<file path="src/rtl/dm_access_unit.sv">
// dm_access_unit
//   Load/store access unit between the MEM pipeline stage and a word-organised
//   data memory. One request is accepted at a time over a valid/ready handshake.
//   The request is checked for alignment, range and size before any memory access.
//   Loads return a lane extended to 32 bits with sign or zero fill.
//   Word stores write directly.
//   Byte and halfword stores use a read-modify-write that spans the ACCESS and
//   MERGE states.
//
// Ports
//   clk, reset        clock; synchronous active-high reset
//   req_valid/ready   request handshake (ready only in IDLE and out of reset)
//   req_we            1 = store, 0 = load
//   req_size          00 byte, 01 half, 10 word, 11 reserved (error)
//   req_sign          loads: 1 = sign-extend, 0 = zero-extend
//   req_addr          byte address
//   req_wdata         right-aligned store data
//   req_pc            issuing PC, forwarded on mem_pc
//   resp_valid        one-cycle completion pulse
//   resp_rdata        extended load data (0 for stores and errors)
//   resp_err          misaligned / out-of-range / reserved size
//   mem_we            memory write enable
//   mem_addr          word-aligned byte address
//   mem_wd            write data
//   mem_pc            latched PC
//   mem_rd            combinational read data of the word at mem_addr
module dm_access_unit #(
  parameter int MEM_WORDS = 4096
) (
  input  logic        clk,
  input  logic        reset,
  input  logic        req_valid,
  output logic        req_ready,
  input  logic        req_we,
  input  logic [1:0]  req_size,
  input  logic        req_sign,
  input  logic [31:0] req_addr,
  input  logic [31:0] req_wdata,
  input  logic [31:0] req_pc,
  output logic        resp_valid,
  output logic [31:0] resp_rdata,
  output logic        resp_err,
  output logic        mem_we,
  output logic [31:0] mem_addr,
  output logic [31:0] mem_wd,
  output logic [31:0] mem_pc,
  input  logic [31:0] mem_rd
);

  typedef enum logic [1:0] {
    ST_IDLE   = 2'd0,
    ST_ACCESS = 2'd1,
    ST_MERGE  = 2'd2,
    ST_RESP   = 2'd3
  } state_t;

  localparam logic [1:0]  SZ_BYTE     = 2'b00;
  localparam logic [1:0]  SZ_HALF     = 2'b01;
  localparam logic [1:0]  SZ_WORD     = 2'b10;
  localparam logic [31:0] MEM_WORDS_C = 32'(MEM_WORDS);

  state_t      state_r, state_next_s;
  logic        we_r, sign_r;
  logic [1:0]  size_r, off_r;
  logic [15:0] wdata_r;
  logic [31:0] mem_addr_r, mem_pc_r, mem_wd_r, resp_rdata_r;
  logic        mem_we_r, resp_valid_r, resp_err_r;
  logic        accept_s, req_err_s;
  logic        mem_we_next_s, resp_valid_next_s, resp_err_next_s;
  logic [31:0] mem_wd_next_s, resp_rdata_next_s;

  // Select the addressed little-endian lane of a word and extend it to 32 bits.
  function automatic logic [31:0] load_extend(input logic [31:0] word,
                                              input logic [1:0]  size,
                                              input logic [1:0]  off,
                                              input logic        sign);
    logic [7:0]  b;
    logic [15:0] h;
    logic [31:0] r;
    b = 8'h00;
    h = off[1] ? word[31:16] : word[15:0];
    r = 32'h0000_0000;
    case (off)
      2'd0:    b = word[7:0];
      2'd1:    b = word[15:8];
      2'd2:    b = word[23:16];
      2'd3:    b = word[31:24];
      default: b = 8'h00;
    endcase
    case (size)
      SZ_BYTE: r = {{24{sign & b[7]}}, b};
      SZ_HALF: r = {{16{sign & h[15]}}, h};
      SZ_WORD: r = word;
      default: r = 32'h0000_0000;
    endcase
    return r;
  endfunction

  // Replace the addressed lane of a word and leave the other bytes unchanged.
  function automatic logic [31:0] merge_lane(input logic [31:0] word,
                                             input logic [1:0]  size,
                                             input logic [1:0]  off,
                                             input logic [15:0] data);
    logic [31:0] r;
    r = word;
    case (size)
      SZ_BYTE: begin
        case (off)
          2'd0:    r[7:0]   = data[7:0];
          2'd1:    r[15:8]  = data[7:0];
          2'd2:    r[23:16] = data[7:0];
          2'd3:    r[31:24] = data[7:0];
          default: r = word;
        endcase
      end
      SZ_HALF: begin
        if (off[1]) begin
          r[31:16] = data;
        end else begin
          r[15:0] = data;
        end
      end
      default: r = word;
    endcase
    return r;
  endfunction

  assign accept_s   = (state_r == ST_IDLE) && req_valid;
  assign req_ready  = (state_r == ST_IDLE) && !reset;
  // The write enable is gated by reset so that an abandoned request cannot
  // write in the reset cycle.
  assign mem_we     = mem_we_r && !reset;
  assign mem_addr   = mem_addr_r;
  assign mem_wd     = mem_wd_r;
  assign mem_pc     = mem_pc_r;
  assign resp_valid = resp_valid_r;
  assign resp_rdata = resp_rdata_r;
  assign resp_err   = resp_err_r;

  // Check the incoming request for reserved size, misalignment and range.
  always_comb begin
    req_err_s = 1'b0;
    if (req_size == 2'b11) begin
      req_err_s = 1'b1;
    end else if ((req_size == SZ_HALF) && req_addr[0]) begin
      req_err_s = 1'b1;
    end else if ((req_size == SZ_WORD) && (req_addr[1:0] != 2'b00)) begin
      req_err_s = 1'b1;
    end else if ({2'b00, req_addr[31:2]} >= MEM_WORDS_C) begin
      req_err_s = 1'b1;
    end else begin
      req_err_s = 1'b0;
    end
  end

  // Compute the next state and the next values of all registered outputs.
  // Outputs are registered, so each value is set on the transition into the
  // state in which it must appear.
  always_comb begin
    state_next_s      = state_r;
    mem_we_next_s     = 1'b0;
    mem_wd_next_s     = mem_wd_r;
    resp_valid_next_s = 1'b0;
    resp_err_next_s   = 1'b0;
    resp_rdata_next_s = 32'h0000_0000;
    case (state_r)
      ST_IDLE: begin
        if (accept_s) begin
          if (req_err_s) begin
            state_next_s      = ST_RESP;
            resp_valid_next_s = 1'b1;
            resp_err_next_s   = 1'b1;
          end else begin
            state_next_s = ST_ACCESS;
            if (req_we && (req_size == SZ_WORD)) begin
              mem_we_next_s = 1'b1;
              mem_wd_next_s = req_wdata;
            end else begin
              mem_we_next_s = 1'b0;
            end
          end
        end else begin
          state_next_s = ST_IDLE;
        end
      end
      ST_ACCESS: begin
        if (we_r && (size_r != SZ_WORD)) begin
          // Sub-word store: read the old word now and write the merged word in MERGE.
          state_next_s  = ST_MERGE;
          mem_we_next_s = 1'b1;
          mem_wd_next_s = merge_lane(mem_rd, size_r, off_r, wdata_r);
        end else if (we_r) begin
          state_next_s      = ST_RESP;
          resp_valid_next_s = 1'b1;
        end else begin
          state_next_s      = ST_RESP;
          resp_valid_next_s = 1'b1;
          resp_rdata_next_s = load_extend(mem_rd, size_r, off_r, sign_r);
        end
      end
      ST_MERGE: begin
        state_next_s      = ST_RESP;
        resp_valid_next_s = 1'b1;
      end
      ST_RESP: begin
        state_next_s = ST_IDLE;
      end
      default: begin
        state_next_s = ST_IDLE;
      end
    endcase
  end

  // State register, registered outputs and the request latch.
  always_ff @(posedge clk) begin
    if (reset) begin
      state_r      <= ST_IDLE;
      we_r         <= 1'b0;
      sign_r       <= 1'b0;
      size_r       <= 2'b00;
      off_r        <= 2'b00;
      wdata_r      <= 16'h0000;
      mem_addr_r   <= 32'h0000_0000;
      mem_pc_r     <= 32'h0000_0000;
      mem_wd_r     <= 32'h0000_0000;
      mem_we_r     <= 1'b0;
      resp_valid_r <= 1'b0;
      resp_err_r   <= 1'b0;
      resp_rdata_r <= 32'h0000_0000;
    end else begin
      state_r      <= state_next_s;
      mem_we_r     <= mem_we_next_s;
      mem_wd_r     <= mem_wd_next_s;
      resp_valid_r <= resp_valid_next_s;
      resp_err_r   <= resp_err_next_s;
      resp_rdata_r <= resp_rdata_next_s;
      if (accept_s) begin
        we_r       <= req_we;
        sign_r     <= req_sign;
        size_r     <= req_size;
        off_r      <= req_addr[1:0];
        wdata_r    <= req_wdata[15:0];
        mem_addr_r <= {req_addr[31:2], 2'b00};
        mem_pc_r   <= req_pc;
      end
    end
  end

endmodule

</file>
<file path="config.mk">
export PLATFORM = sky130hd
export DESIGN_NAME = dm_access_unit
export DESIGN_NICKNAME = d
export VERILOG_FILES = /design/src/rtl/dm_access_unit.sv
export SDC_FILE = /design/constraint.sdc
export NUM_CORES = 1
export LEC_CHECK = 0
export CAP_MARGIN = 0
export CORE_MARGIN = 5
export CORE_UTILIZATION = 30
export DETAILED_ROUTE_END_ITERATION = 10
export RECOVER_POWER = 50
export SLEW_MARGIN = 20
export SYNTH_ARGS = -nofsm -noshare
export SYNTH_HDL_FRONTEND = slang
export SYNTH_SLANG_ARGS = --single-unit
</file>
<file path="constraint.sdc">
create_clock -name clk -period 2 [get_ports clk]
set_clock_uncertainty 0.05 [all_clocks]
set_input_delay 0.2 -clock clk [delete_from_list [all_inputs] [get_ports clk]]
set_output_delay 0.2 -clock clk [all_outputs]
set_load 0.1 [all_outputs]
</file>
* After elaboration in Yosys (flattened, before gate mapping)
Index checks and enable logic that the tools add are counted.
Storage, ports and cells: flip-flop bits (word level) 153, output and inout bits 132, word-level logic and storage cells 85, bits of input ports 135
Operators by class: $lt $le $gt $ge 1, eq/ne operators 16, bitwise operators 4, reductions and logical operators 16, muxes and demuxes 35
Operator list (count):
- 32-bit two-way mux | 4
- 32-bit one-hot mux with 2 select lines | 2
- 32-bit one-hot mux with 3 select lines | 1
- 8-bit two-way mux | 7
- 16-bit two-way mux | 3
- 8-bit one-hot mux with 4 select lines | 1
- 30-bit by 13-bit >= comparator with 1-bit output (second input constant) | 1
- 2-bit == test (second input constant) | 7
- 1-bit two-way mux | 12
- 2-bit by 1-bit == test with 1-bit output (second input constant) | 4
- 2-bit != test (second input constant) | 4
- 2-bit one-hot mux with 4 select lines | 1
- 1-bit logical AND | 7
- 2-bit logical NOT | 3
- 5-bit AND reduction | 1
- 2-bit two-way mux | 2
- 2-bit nonzero test | 2
- 4-bit OR reduction | 1
- 1-bit one-hot mux with 3 select lines | 1
- 1-bit AND | 2
- 2-bit by 1-bit != test with 1-bit output (second input constant) | 1
- 1-bit inverter | 2
- 1-bit one-hot mux with 2 select lines | 1
- 2-bit OR reduction | 1
- 1-bit logical NOT | 1

* Logic depth before layout (Yosys ltp)
Gate-level depths: netlist (run 1).
word-level depth 8, depth in mapped cells 8, depth with buffers taken out 7

* Worst setup path after synthesis (run 1)
Ideal clock, no wire load.
path type in2out, start input reset, end output req_ready, path buffers 3, setup slack -0.274 ns, data arrival time 2.024 ns, cell stages on the path 4, required time 1.750 ns, cells stage by stage clkbuf_1 -> clkbuf_1 -> clkbuf_1 -> nor2_1
On the way: longest elaborated chain between the ends 2
RTL lines:
- start: declaration | line 31 | input logic reset,
- 1-bit logical NOT | line 129 | assign req_ready = (state_r == ST_IDLE) && !reset;
- 1-bit logical AND | line 129
- end: declaration | line 33 | output logic req_ready,
No other way between the ends.

* Final worst setup path (run 1)
start register state_r[1], end register mem_wd_r[14], in the netlist mem_wd[14]
On the way: longest elaborated chain between the ends 4, elaborated cells between the ends (all ways) 10, those cells by class 5 x eq/ne; 1 x mux; 4 x reduce/logical
RTL lines:
- start: declaration | line 62 | state_t state_r, state_next_s;
- start signal: assignment | line 231 | state_r <= state_next_s;
- 2-bit logical NOT | line 128, 166
- 1-bit logical AND | line 128 | assign accept_s = (state_r == ST_IDLE) && req_valid;
- 2-bit != test (no line)
- 5-bit AND reduction (no line)
- end signal: assignment | line 233 | mem_wd_r <= mem_wd_next_s;
- end: declaration | line 66 | logic [31:0] mem_addr_r, mem_pc_r, mem_wd_r, resp_rdata_r;
Parallel ways exist; a longest one is shown, timed or not. A chain may end at the register's enable or synchronous reset.

==> results of run 1 <==
==> worst max-delay path by stage <==
stage,from,to,slack [ns],cells after the start
6_report,state_r[1]$_SDFF_PP0_,mem_wd[14]$_SDFFE_PP0P_,0.14,7
5_1_grt,state_r[1]$_SDFF_PP0_,mem_wd[10]$_SDFFE_PP0P_,0.04,7
4_1_cts,state_r[0]$_SDFF_PP0_,req_ready,0.05,6
3_5_place_dp,req_addr[19],mem_wd[0]$_SDFFE_PP0P_,-0.22,7
3_3_place_gp,req_addr[19],mem_wd[21]$_SDFFE_PP0P_,-0.20,7
2_1_floorplan,state_r[0]$_SDFF_PP0_,mem_wd[14]$_SDFFE_PP0P_,0.09,8
==> repair_timing <==
item	in CTS	in global routing
endpoints found under the hold margin	2	0
endpoints found under the setup margin	0	9
hold buffers	1	0
resized for setup	0	3
==> sequential cells by signal (all words and copies together) (netlist names) <==
name	flops
resp_valid	1
size_r	2
mem_pc	32
mem_wd	32
sign_r	1
resp_rdata	32
off_r	2
resp_err	1
mem_addr	30
state_r	2
we_r	1
mem_we_r	1
wdata_r	16
==> synthesized netlist by cell type (11+ instances only) <==
library cell / n
mux2_1: 11
nand3_1: 28
o211ai_1: 27
mux2i_1: 31
clkbuf_1: 57
a21oi_1: 120
nor2_1: 30
a22oi_1: 15
dfxtp_1: 153
nand2_1: 242
o21ai_1: 17
==> cell type report <==
cell class	instances	share of cell area
Timing Repair Buffer	314	0.2503
Clock buffer	21	0.04923
Multi-Input combinational cell	604	0.3349
Clock inverter	11	0.01359
Tap cell	280	0.03590
Sequential cell	153	0.3138
Inverter	6	0.002308
==> per-stage QoR <==
stage	cell area (sq um)	setup WS (ns)	utilization
6_report	9759	0.1420	0.4486
5_1_grt	9759	0.03601	0.4486
4_1_cts	10100	0.05320	0.4641
3_5_place_dp	9474	-0.2163	0.4355
3_3_place_gp	9474	-0.2012	0.4355
2_1_floorplan	6618	0.09279	-
==> worst min-delay path: stages <==
cell and delay (ns):
clkdlybuf4s50_1 0.39, nand2_1 0.06, a21oi_1 0.05
==> cells by family (layout without fill, tap and decap cells) <==
logic type,Yosys count,in the layout,share of synthesized area
other,1,2,0.0005674
buffers and inverters,78,352,0.04733
and+or+nand+nor,332,332,0.2066
muxes,44,44,0.06967
AOI/OAI and AO/OA,222,222,0.2048
DFF,153,153,0.4635
adders and majority gates,4,4,0.007573
==> power groups by stage <==
stage | registers [mW] | clock network (mW) | logic, mW
3_5_place_dp | 3.69 | 0 | 4.90
4_1_cts | 3.63 | 3.46 | 4.91
5_1_grt | 3.66 | 3.57 | 4.95
2_1_floorplan | 5.76 | 0 | 1.40
6_report | 3.62 | 3.38 | 4.69
3_3_place_gp | 3.68 | 0 | 4.89
==> routing by layer <==
layer / routed length, um / GRT usage
met5: 0 / 0
met3: 2573 / 0.07040
met4: 360 / 0.05402
met2: 11850 / 0.3173
met1: 9916 / 0.2326
==> flow_summary.toml, run 1 <==
[status]
status = "finished clean"

[power_and_ir_drop]
ir_drop_uv = 624.8
clkPwrFrac = 0.289
combinationalPowerShare = 0.401
pwr-share-seq = 0.310
switching_share = 0.4406
powerDensity_mw_per_mm2 = 1198
p_int_mw = 6.539
p_sw_mw = 5.151
cellLeakagePower_nw = 4.040
power_mw = 11.69

[timing]
tightest_slew_ns = 0.6984
report.final.hold_viol_count = 0
fin_crit_sh = 0.9290
setup_tns_ns = 0
setup_viol = 0
drv_slew = 0
hold_slack_ns = 0.2622
max_freq_mhz = 538.2
slew_headroom = 0.5344
layout_min_cycle_time_ns = 1.858
rsz0062_at_grt = "no"

[logic_synthesis]
synth.distinct_cells = 45
ys_seq_area_frac = 0.4635
yosysTopAreaCellShare = 0.4635
syn_inst = 834
synth.ff_latch_count = 153
avgSynthCellArea_sq_um = 7.924
synth_area_leaders = "dfxtp_1 (46%), nand2_1 (14%), a21oi_1 (9.1%), mux2i_1 (4.7%), clkbuf_1 (3.2%)"
yosysWarnings = 0
synth_area_sq_mm = 0.006609
async_flop_share = 0
synth_area_leader_cell = "dfxtp_1"
synth_edf_count = 0
synthFlopType = "dfxtp_1"

[critical_path]
crit_family = "buffers and inverters"
crit_type = "reg -> reg"
cp-end-kind = "flop"
crit_fanout = 65
crit_chain = "inv_1 -> ha_2 -> buf_12 -> nand2_1 -> a221oi_1 -> nor3_1 -> mux2_4"
slowest_delay_ns = 0.33
crit_buf_inv = 2
r2r_cells = 7
arrival_ns = 2.12
cp_slowest_cell = "dfxtp_1"
r2r-start = "state_r[1]$_SDFF_PP0_"
crit_required_ns = 2.27
reg2reg_slack_ns = 0.14
r2r-end = "mem_wd[14]$_SDFFE_PP0P_"
crit_path_start_kind = "flop"

[route]
via_per_inst = 5.004
wire_per_inst_um = 17.78
drt_pre_antenna_iters = 6
drcViolationCount = 0
vias = 6950
drt_wl_total_mm = 24.70
ant_nets = 0
first_iter_violations = 511

[global_route]
grt_pass1_wl_mm = 37.18
grt.total_usage = 0.1908
grt-ovfl-total = 0
grt_antenna_before_repair = 0
grt_pass1_vias = 6644
grt_max_degree = 66

[clock_network]
cts_tree = "built"
clk_pin_slew_ns = 0.07
cts_buffers = 17
cts_setup_buffers = 0
htreeDepth = 4
cts.path.max_buffers = 2
numClockSinks = 153
clockRootBuffer = "clkbuf_16"
clk_latency_ns = 0.43

[hold_path]
min_from = "req_pc[5]"
hold-path-cell-count = 3
hold_end = "mem_pc[5]$_SDFFE_PP0P_"
hp-class = "in -> reg"

[final_layout]
finalNonFillerCells = 1389
fillCellCount = 2247
layout_common_cells = "nand2_1 (242), dfxtp_1 (153), clkdlybuf4s50_1 (133), clkbuf_2 (130), a21oi_1 (120)"
layout_commonest_cell = "nand2_1"
final_nets = 1235
antennaDiodeCount = 0
multiInputGateArea_sq_mm = 0.003268
final-seq-area_sq_mm = 0.003063
syn2layout_area_growth_pct = 47.67
drive_gt1_frac = 0.2029

[place]
dpl.hpwl_mm = 18.54
gp_congestion = 0.8343
portBuffers = 264
dp_cells = 1356

[floorplanning]
start_util = 0.3038
num_rows = 54
die_h_um = 158.4
num_io_pins = 267
dieArea_sq_mm = 0.02510
core_region_area_sq_mm = 0.02176
die_width_um = 158.4

[flow_run]
cap_violations = 0
No activity file was read; power rests on OpenSTA's default activity.
==> run 2, diff against run 1 <==
Settings changed: REMOVE_ABC_BUFFERS from default to 1.
==> run 2 against run 1 <==
Against the previous run:
- global-route usage is 0.71 points lower
- sequential power hardly changed
- routed wire length is 3.4% lower
- utilization is 0.26 points higher
- register-to-register slack worse by 0.02 ns
- critical endpoint is now mem_wd[10]$_SDFFE_PP0P_
- largest power group unchanged
==> flow_summary.toml, run 2 (synthesis results as in run 1) <==
[status]
status = "finished clean"

[timing]
max_freq_mhz = 533.6
fin_crit_sh = 0.9371
tightest_slew_ns = 0.6064
setup_viol = 0
drv_slew = 0
slew_headroom = 0.5943
rsz0062_at_grt = "no"
layout_min_cycle_time_ns = 1.874
hold_slack_ns = 0.04454
report.final.hold_viol_count = 0

[critical_path]
r2r-end = "resp_rdata[6]$_SDFF_PP0_"
crit_path_start_kind = "input port"
crit_required_ns = 2.25
crit_type = "in -> reg"
cp-end-kind = "flop"
crit_fanout = 5
worstSetupStartpoint = "req_addr[19]"
r2r-start = "size_r[1]$_SDFFE_PP0P_"
r2r_cells = 6
arrival_ns = 2.13
crit_end = "mem_wd[10]$_SDFFE_PP0P_"
reg2reg_slack_ns = 0.13

[floorplanning]
die_width_um = 158.4
dieArea_sq_mm = 0.02510
num_io_pins = 267
start_util = 0.3038
num_rows = 54
die_h_um = 158.4
core_region_area_sq_mm = 0.02176

[clock_network]
clk_pin_slew_ns = 0.07
cts_tree = "built"
clk_latency_ns = 0.43
cts.path.max_buffers = 2
numClockSinks = 153
cts_buffers = 17
htreeDepth = 4
clockRootBuffer = "clkbuf_16"

[hold_path]
hp-class = "in -> reg"

[route]
via_per_inst = 4.870
vias = 6731
ant_nets = 0
drt_wl_total_mm = 23.85
drcViolationCount = 0
first_iter_violations = 509
drt_pre_antenna_iters = 4
wire_per_inst_um = 17.26

[global_route]
grt.total_usage = 0.1837
grt_pass1_vias = 6497
grt_antenna_before_repair = 0
grt-ovfl-total = 0
grt_pass1_wl_mm = 35.97
grt_max_degree = 71

[power_and_ir_drop]
power_mw = 12.09
pwr-share-seq = 0.299
powerDensity_mw_per_mm2 = 1231
switching_share = 0.4234
ir_drop_uv = 543.8
clkPwrFrac = 0.309
cellLeakagePower_nw = 4.056
combinationalPowerShare = 0.392
p_sw_mw = 5.117
p_int_mw = 6.969

[final_layout]
antennaDiodeCount = 0
syn2layout_area_growth_pct = 48.54
final-seq-area_sq_mm = 0.003064
layout_commonest_cell = "nand2_1"
fillCellCount = 2295
final_nets = 1228
multiInputGateArea_sq_mm = 0.003259
drive_gt1_frac = 0.1951
fin_util = 0.4512
layout_common_cells = "nand2_1 (241), dfxtp_1 (152), clkdlybuf4s50_1 (133), clkbuf_2 (129), a21oi_1 (120)"

[place]
gp_congestion = 0.8363
dpl.hpwl_mm = 17.61
portBuffers = 264

[flow_run]
cap_violations = 0
## run 2: cell types whose count changed in the layout (fill, tap and decap cells not counted), sizes merged
cell,before,now
dlygate4sd3,1,0
clkbuf,152,151
inv,10,7
bufinv,2,6
clkinv,3,2
buf,49,44
## run 2: cell type report
class                   count  share of cell area
multi-input cells         604              0.3320
flip-flops and latches    153              0.3121
repair buffers            307              0.2498
clock buffers              21             0.04588
well taps                 280             0.03569
clock inverters            11             0.02218
inverters                   6            0.002294
## run 2: metrics by stage
step | setup slack (ns) | TNS [ns] | cells | cell area, sq um
6_report | 0.1258 | 0 | 1382 | 9817
5_1_grt | 0.02124 | 0 | 1382 | 9817
4_1_cts | 0.04874 | 0 | 1382 | 10170
3_5_place_dp | -0.2854 | -8.335 | 1350 | 9493
3_3_place_gp | -0.2646 | -7.299 | 1350 | 9493
2_1_floorplan | -1.128 | -103.66 | 763 | 6322
## run 2: worst max-delay path, cell delays in order
cell and delay [ns]:
clkdlybuf4s50_1 0.41, or4_1 0.56, nor3_1 0.22, and3_2 0.26, o21ai_4 0.13, mux2_1 0.34
## run 2: how the worst min path moves through the flow
stage	startpoint	end	slack [ns]	depth (start not counted)
final	reset	off_r[1]$_SDFFE_PP0P_	0.04	2
after global routing	reset	wdata_r[9]$_SDFFE_PP0P_	0.04	2
after CTS	reset	wdata_r[9]$_SDFFE_PP0P_	0.03	2
after detailed placement	mem_addr[4]$_SDFFE_PP0P_	mem_addr[4]$_SDFFE_PP0P_	0.40	2
after global placement	mem_addr[6]$_SDFFE_PP0P_	mem_addr[6]$_SDFFE_PP0P_	0.39	2
after floorplan	reset	mem_addr[10]$_SDFFE_PP0P_	0.22	1
## run 2: timing repair
action	in CTS	in global routing
hold buffers	0	0
endpoints found under the hold margin	0	0
setup endpoints to repair	27	8
buffers inserted	0	0
cloned	0	0
gates resized for setup	1	2
## run 2: routing by layer
metal | part of all wire | wire length, um | track usage | vias to the layer above
met5 | 0 | 0 | 0 | -
met4 | 0.012 | 291 | 0.04955 | 0
met3 | 0.10 | 2500 | 0.06823 | 19
met2 | 0.47 | 11130 | 0.3003 | 264
met1 | 0.42 | 9933 | 0.2290 | 3072
li1 | - | - | - | 3376
## run 2: power groups by stage
stage	Sequential, mW	Clock [mW]	Combinational, mW
after floorplan	5.79	0	1.27
after global placement	3.68	0	4.95
after detailed placement	3.68	0	4.96
after CTS	3.62	3.81	4.97
after global routing	3.66	3.93	5.00
final	3.61	3.73	4.74
==> run 3, diff against run 2 <==
Settings changed: CORE_MARGIN 5 to default.
==> run 3 against run 2 <==
Against the previous run:
- global-route usage increased by 2.5 points
- register-to-register slack got worse by 0.03 ns
- total power decreased by 5.4%
- hold slack improved by 0.052 ns
- flip-flop and latch count unchanged
- largest cell class unchanged
- first-iteration DRC count decreased by 27%
- sequential power about the same
- worst setup slack got worse by 0.032 ns
- critical endpoint is now resp_rdata[2]$_SDFF_PP0_
- via count increased by 1.4%
- routed wire length decreased by 1.6%
- sequential share of layout area increased by 0.55 points
==> flow_summary.toml, run 3 (synthesis results as in run 1) <==
[global_route]
grt.total_usage = 0.2087
grt_pass1_wl_mm = 36.23
grt_antenna_before_repair = 1
gr-max-usage-layer = "met2"
grt_pass1_vias = 6645
use_met3 = 0.08061
grt_max_degree = 39
grt-ovfl-total = 0
met1_usage = 0.2541
grtUsageMet2 = 0.3389

[critical_path]
r2r-end = "resp_rdata[2]$_SDFF_PP0_"
crit_path_start_kind = "flop"
cp-end-kind = "flop"
crit_fanout = 13
worstSetupStartpoint = "size_r[0]$_SDFFE_PP0P_"
crit_type = "reg -> reg"
crit_required_ns = 2.24
reg2reg_slack_ns = 0.09
r2r_cells = 6
arrival_ns = 2.15
r2r-start = "size_r[0]$_SDFFE_PP0P_"

[place]
gp_congestion = 0.8386
portBuffers = 264
dpl.hpwl_mm = 17.30
dp_cells = 1346
pre_cts_ws_ns = -0.3681
placed_area_sq_mm = 0.009402

[clock_network]
clk_latency_ns = 0.42
clk_pin_slew_ns = 0.06
clockRootBuffer = "clkbuf_16"
htreeDepth = 4
cts_tree = "built"
cts_setup_buffers = 0
cts_buffers = 17
cts.path.max_buffers = 2
cts_hold_buf = 0
numClockSinks = 153

[floorplanning]
die_width_um = 150.4
die_h_um = 150.4
num_rows = 53
core_region_area_sq_mm = 0.02129
dieArea_sq_mm = 0.02263
num_io_pins = 267
start_util = 0.3105

[status]
status = "finished clean"

[timing]
tightest_slew_ns = 0.6628
slew_headroom = 0.5576
timing.final.ws_setup_ns = 0.09388
rsz0062_at_grt = "no"
layout_min_cycle_time_ns = 1.906
fin_crit_sh = 0.9531
report.final.hold_viol_count = 0
drv_slew = 0
hold_slack_ns = 0.09613
max_freq_mhz = 524.6
setup_viol = 0

[power_and_ir_drop]
ir_drop_uv = 589.8
cellLeakagePower_nw = 3.974
powerDensity_mw_per_mm2 = 1185

[hold_path]
hold-path-cell-count = 2
min_from = "reset"
hp-class = "in -> reg"
hold_end = "mem_we_r$_SDFF_PP0_"

[final_layout]
drive_gt1_frac = 0.2004
final_nets = 1229
syn2layout_area_growth_pct = 45.95
fin_util = 0.4531
layout_common_cells = "nand2_1 (241), dfxtp_1 (152), clkdlybuf4s50_1 (133), clkbuf_2 (131), a21oi_1 (120)"
layout_commonest_cell = "nand2_1"
final_area_sq_mm = 0.009646
finalNonFillerCells = 1379

[route]
drt_pre_antenna_iters = 5
ant_nets = 0
first_iter_violations = 373
drt_wl_total_mm = 23.48
wire_per_inst_um = 17.03
drcViolationCount = 0
vias = 6826
via_per_inst = 4.950

[flow_run]
cap_violations = 0
==> run 3: worst max path at each step <==
stage                                            to  slack [ns]  cells after the start
final                      resp_rdata[2]$_SDFF_PP0_        0.09                      6
after global routing         mem_pc[0]$_SDFFE_PP0P_       0.001                      6
after CTS                 resp_rdata[18]$_SDFF_PP0_       0.004                      6
after detailed placement    mem_wd[29]$_SDFFE_PP0P_       -0.37                      7
after global placement      mem_wd[29]$_SDFFE_PP0P_       -0.35                      7
after floorplan             mem_wd[10]$_SDFFE_PP0P_       -1.13                      6
==> run 3: routing by layer <==
| metal | vias up | wire (um) | part of all wire |
|---|---|---|---|
| met3 | 27 | 2429 | 0.10 |
| met5 | - | 0 | 0 |
| met1 | 3129 | 9855 | 0.42 |
| met4 | 0 | 306 | 0.013 |
| li1 | 3380 | - | - |
| met2 | 290 | 10890 | 0.46 |
==> run 3: through the flow <==
step	power (mW)	setup TNS, ns
2_1_floorplan	7.059	-103.66
3_3_place_gp	8.556	-10.21
3_5_place_dp	8.576	-10.54
4_1_cts	11.69	0
5_1_grt	11.94	0
6_report	11.43	0
==> run 3: critical path: stages, from the launching register on <==
cell       delay [ns]
dfxtp_1          0.44
nand2b_1         0.17
buf_4            0.23
mux2_1           0.39
a21oi_1          0.23
a2bb2oi_1        0.18
nor2_1           0.08
==> run 3: power breakdown <==
group          internal [mW]  total (mW)  switching, mW  leakage (nW)
registers               3.40        3.61          0.208          1.25
logic                   1.16        4.72           3.56          2.46
clock network           1.69        3.10           1.41         0.267
total                   6.25        11.4           5.18          3.97
==> run 3: timing repair <==
action                                  CTS  global route
cloned                                    0             0
resized for setup                         1             4
endpoints found under the setup margin    1            24
==> run 3: final cells by class <==
type | count | area (sq um)
antenna | 1 | 2.502
clock buffer | 19 | 452.9
clock inverter | 13 | 110.1
fill | 2144 | 11640
inverter | 6 | 22.52
multi-input combinational | 604 | 3269
sequential | 153 | 3064
tap | 275 | 344.1
timing repair buffer | 308 | 2380
